==> config.mk <==
export PLATFORM = sky130hd
export DESIGN_NAME = alu_slice_seq
export DESIGN_NICKNAME = d
export VERILOG_FILES = /design/src/rtl/alu_slice_seq.sv
export SDC_FILE = /design/constraint.sdc
export NUM_CORES = 1
export LEC_CHECK = 0
export BUFFER_PORTS_ARGS = -buffer_cell sky130_fd_sc_hd__clkbuf_2
export CAP_MARGIN = 10
export CORE_ASPECT_RATIO = 0.7
export CORE_UTILIZATION = 50
export CTS_CLUSTER_DIAMETER = 200
export DETAILED_ROUTE_END_ITERATION = 6
export GPL_ROUTABILITY_DRIVEN = 0
export PLACE_DENSITY = 0.74
export RECOVER_POWER = 25
export SETUP_SLACK_MARGIN = 0.2
export SLEW_MARGIN = 20
export SYNTH_ARGS = -nofsm -noshare
export SYNTH_HDL_FRONTEND = slang
export SYNTH_SLANG_ARGS = --single-unit
==> constraint.sdc <==
create_clock -name clk -period 3.45 [get_ports clk]
set_input_delay 1.035 -clock clk [delete_from_list [all_inputs] [get_ports clk]]
set_output_delay 1.035 -clock clk [all_outputs]
set_load 0.01 [all_outputs]
==> src/rtl/alu_slice_seq.sv <==
// Multi-cycle ALU using the zx/nx/zy/ny/f/no control encoding.
// Operands are processed SLICE bits per clock, with the carry chained between slices.
module alu_slice_seq #(
    parameter int WIDTH = 16,
    parameter int SLICE = 4
) (
    input  logic             clk,
    input  logic             rst_n,
    input  logic             start,
    input  logic [WIDTH-1:0] x,
    input  logic [WIDTH-1:0] y,
    input  logic [5:0]       ctl,
    output logic             busy,
    output logic             done,
    output logic [WIDTH-1:0] out,
    output logic             flag_z,
    output logic             flag_n,
    output logic             flag_c
);

    localparam int NSLICE = WIDTH / SLICE;
    localparam int CW     = (NSLICE > 1) ? $clog2(NSLICE) : 1;

    typedef enum logic {IDLE, RUN} state_t;

    state_t           state;
    logic [WIDTH-1:0] x_r, y_r, shadow;
    logic [5:0]       ctl_r;
    logic             carry;
    logic [CW-1:0]    cnt;

    logic [SLICE-1:0] xs, ys, rs;
    logic [SLICE:0]   sum;
    logic             carry_next;
    logic [WIDTH-1:0] shadow_next;

    // x_r/y_r shift right each slice, so the current slice is always in the low bits.
    always_comb begin
        xs = ctl_r[5] ? '0 : x_r[SLICE-1:0];
        if (ctl_r[4]) xs = ~xs;
        ys = ctl_r[3] ? '0 : y_r[SLICE-1:0];
        if (ctl_r[2]) ys = ~ys;
        sum = {1'b0, xs} + {1'b0, ys} + {{SLICE{1'b0}}, carry};
        rs  = ctl_r[1] ? sum[SLICE-1:0] : (xs & ys);
        if (ctl_r[0]) rs = ~rs;
        // The carry is taken before the no inversion and is meaningless for AND.
        carry_next  = ctl_r[1] & sum[SLICE];
        shadow_next = (shadow >> SLICE) | (WIDTH'(rs) << (WIDTH - SLICE));
    end

    // NOTE: state uses non-blocking assignments so every register samples pre-edge values.
    // NOTE: datapath registers are reset too; they are few and it keeps simulation X-free.
    always_ff @(posedge clk or negedge rst_n) begin
        if (!rst_n) begin
            state  <= IDLE;
            busy   <= 1'b0;
            done   <= 1'b0;
            out    <= '0;
            flag_z <= 1'b0;
            flag_n <= 1'b0;
            flag_c <= 1'b0;
            x_r    <= '0;
            y_r    <= '0;
            ctl_r  <= '0;
            shadow <= '0;
            carry  <= 1'b0;
            cnt    <= '0;
        end else begin
            done <= 1'b0;
            case (state)
                IDLE: begin
                    if (start) begin
                        x_r   <= x;
                        y_r   <= y;
                        ctl_r <= ctl;
                        carry <= 1'b0;
                        cnt   <= '0;
                        busy  <= 1'b1;
                        state <= RUN;
                    end
                end
                RUN: begin
                    x_r    <= x_r >> SLICE;
                    y_r    <= y_r >> SLICE;
                    shadow <= shadow_next;
                    carry  <= carry_next;
                    cnt    <= cnt + 1'b1;
                    if (cnt == CW'(NSLICE - 1)) begin
                        out    <= shadow_next;
                        flag_z <= (shadow_next == '0);
                        flag_n <= shadow_next[WIDTH-1];
                        flag_c <= carry_next;
                        busy   <= 1'b0;
                        done   <= 1'b1;
                        state  <= IDLE;
                    end
                end
                default: state <= IDLE;
            endcase
        end
    end

endmodule
==> results.sh <==
export IMPL_status="finished with violations"
export IMPL_violations="capacitance limit, slew limit"
export IMPL_die_x_um=101
export IMPL_coreArea_um2=6460
export IMPL_cap_violations=1
export IMPL_track_usage_pct=19.7
export IMPL_drt_wirelength_per_cell_um=13.9
export IMPL_fp_dieH_um=71.6
export IMPL_crit_arrival_ns=2.72
export IMPL_hpwl_um=4280
export IMPL_antenna_found_initial=0
export IMPL_clockBufferDepth=2
export IMPL_synth_nets=341
export IMPL_syn_inst=293
export IMPL_crit_type="flip-flop to flip-flop"
export IMPL_io_pins=62
export IMPL_post_route_period_util_pct=71.4
export IMPL_rr_startpoint="ctl_r[3]"
export IMPL_final_min_clock_period_ns=2.46
export IMPL_whs_endpoint="out[12]"
export IMPL_routed_wl_um=6150
export IMPL_grt_pass1_vias=2242
export IMPL_startpoint_type="flip-flop"
export IMPL_ys_ff_latch=74
export IMPL_cellPowerDensity_nw_per_um2=1000
export IMPL_ant_nets=0
export IMPL_drtPass1Iterations=4
export IMPL_synth_warnings=0
export IMPL_nets=395
export IMPL_cts_tree="built"
export IMPL_grt_max_degree=75
export IMPL_relSlewSlack_pct=-18.6
export IMPL_tightest_slew_ns=1.78
export IMPL_critPathCaptureType="flip-flop"
export IMPL_port_buffers=61
export IMPL_gr_total_overflow=0
export IMPL_via_count=2206
export IMPL_synth_area_um2=3460
export IMPL_drive_gt1_share_pct=31.5
export IMPL_finalClockSkew_ns=0.00818
export IMPL_leakagePower_uw=0.00192
export IMPL_ir_drop_v=0.000486
export IMPL_finalHoldViolations=0
export IMPL_rsz0062_at_grt="false"
export IMPL_required_ns=3.71
export IMPL_cts_clk_slew_worst_paths_ns=0.08
export IMPL_reg2reg_depth=10
export IMPL_cts_resized=0
export IMPL_maxSlewViolCount=75
export IMPL_fmax_mhz=406
export IMPL_areaGrowthSynthToFinish_pct=15.8
export IMPL_drc=0
export IMPL_r2r_setup_slack_ns=0.99
export IMPL_hold_class="flip-flop to flip-flop"
export IMPL_cts_sinks=74
export IMPL_cts_hold_buf=0
export IMPL_grt_pass1_wl_um=10700
export IMPL_cts_buffers_inserted=9
export IMPL_setup_tns_ns=0
export IMPL_fin_util_pct=62.0
export IMPL_start_util_pct=53.5
export IMPL_min_path_cells=2
export IMPL_clock_latency_ns=0.34
export IMPL_htreeDepth=3
export IMPL_clock_root_buffer="clkbuf_8"
export IMPL_n_antenna_cell=0
export IMPL_yosysUniqueCellTypes=34
export IMPL_dieArea_um2=7260
export IMPL_core_rowCount=24
export IMPL_syn_area_per_cell_um2=11.8
export IMPL_totalPowerFinal_uw=4020
export IMPL_post_cts_buffers=0
export IMPL_r2r_end="flag_z"
export IMPL_final_setup_viol_count=0
export IMPL_drtIter0Drc=58
export IMPL_crit_fanout=5
export IMPL_min_from="out[12]"
export IMPL_avgViaCountPerCell=4.98
export IMPL_seq_area_frac_synth_pct=53.6
## worst max-delay path, cell delays in order (launching register included)
cell and delay [ns]:
dfrtp_1 0.40, nand2b_1 0.16, xnor2_1 0.19, inv_1 0.08
fa_1 0.38, inv_1 0.09, fa_1 0.45, mux2i_4 0.17
xor2_2 0.20, nand3_1 0.10, o31ai_2 0.18
## registers in the layout, indices dropped and copies added (netlist names)
| register | cells |
|---|---|
| ctl_r | 6 |
| out | 16 |
| cnt | 2 |
| done | 1 |
| shadow | 12 |
| state | 1 |
| x_r | 16 |
| flag_c | 1 |
| flag_z | 1 |
| y_r | 16 |
| carry | 1 |
| busy | 1 |
## synth_stat cells (all sizes together)
library cell  instances  area [um^2]
a21oi                 5         25.0
ha                    5         62.6
buf                  12         71.3
inv                   8         30.0
o22ai                 1         6.26
nor2                 16         60.1
o21a                  1         7.51
nand4                 1         6.26
o21ai                30          150
xor2                  3         41.3
o2111ai               1         15.0
mux2                 27          304
o211ai                2         20.0
o31ai                 2         20.0
dfrtp                74         1850
xnor2                10         87.6
nand3b                1         7.51
a22o                  1         8.76
fa                    2         40.0
clkbuf                8         51.3
a31oi                 1         12.5
nor2b                 3         18.8
nand2b                9         56.3
mux2i                35          363
nor4                  3         18.8
nand2                31          116
nand3                 1         5.00
## layout make-up
cell class | instances | area, um^2
clock inverter | 5 | 103
clock buffer | 11 | 131
sequential | 74 | 1850
timing repair buffer | 63 | 320
inverter | 8 | 30.0
tap | 91 | 114
fill | 548 | 2450
multi-input combinational | 191 | 1450
## cell usage in the layout, fill, tap and decap left out
cell         n
buf_4        2
dfrtp_1     74
nand4_1      1
mux2_2      27
nor2b_1      3
a21oi_1      5
nor4_1       3
clkinvlp_4   1
xnor2_1     10
bufinv_16    3
mux2i_4      1
nor2_1      16
fa_1         2
xor2_1       1
o21a_1       1
clkbuf_8     9
nand2_1     31
nand3b_1     1
a22o_1       1
o211ai_2     1
clkbuf_1     2
xor2_2       2
clkbuf_2    61
o31ai_1      1
clkinv_2     1
o21ai_0     30
a31oi_2      1
nand3_1      1
o31ai_2      1
ha_1         5
o22ai_1      1
nand2b_1     9
o211ai_1     1
inv_1        8
o2111ai_2    1
mux2i_1     34
## cells by family after synthesis
kind of cell / share of synthesized area, %
flops: 53.6
simple gates: 8.36
mux: 19.3
compound gates: 7.67
buf+inv: 4.42
xor+xnor: 3.73
fa+ha+maj: 2.97
## worst max path at each step
stage / from / endpoint / slack [ns] / depth (start not counted)
final: ctl_r[3] / flag_z / 0.99 / 10
after global routing: ctl_r[5] / flag_z / 0.80 / 10
after CTS: ctl_r[3] / flag_z / 0.97 / 10
after detailed placement: ctl_r[3] / flag_z / 0.98 / 10
after global placement: ctl_r[3] / flag_z / 1.04 / 10
after floorplan: ctl_r[2] / flag_z / 1.12 / 10
## power breakdown
part           switching (uW)  total [uW]  internal [uW]
clock network             305         785            480
registers                 314        1560           1240
logic                     851        1680            828
## per-stage QoR
stage,hold WS [ns],cells,area (um^2),setup slack (ns)
after floorplan,0.449,293,3460,1.12
after global placement,0.465,427,3770,1.04
after detailed placement,0.470,427,3770,0.984
after CTS,0.491,443,4010,0.969
after global routing,0.522,443,4000,0.800
final,0.490,443,4000,0.987
## per-layer routing
layer	up-vias	wire length [um]	global-route usage (%)	share of wire (%)
met5	-	0	0	0
met4	0	120	6.60	2.0
met3	11	312	7.32	5.1
met2	48	2580	28.3	42
met1	1041	3130	27.6	51
li1	1106	-	-	-
Power figures use the tool's default switching activity.
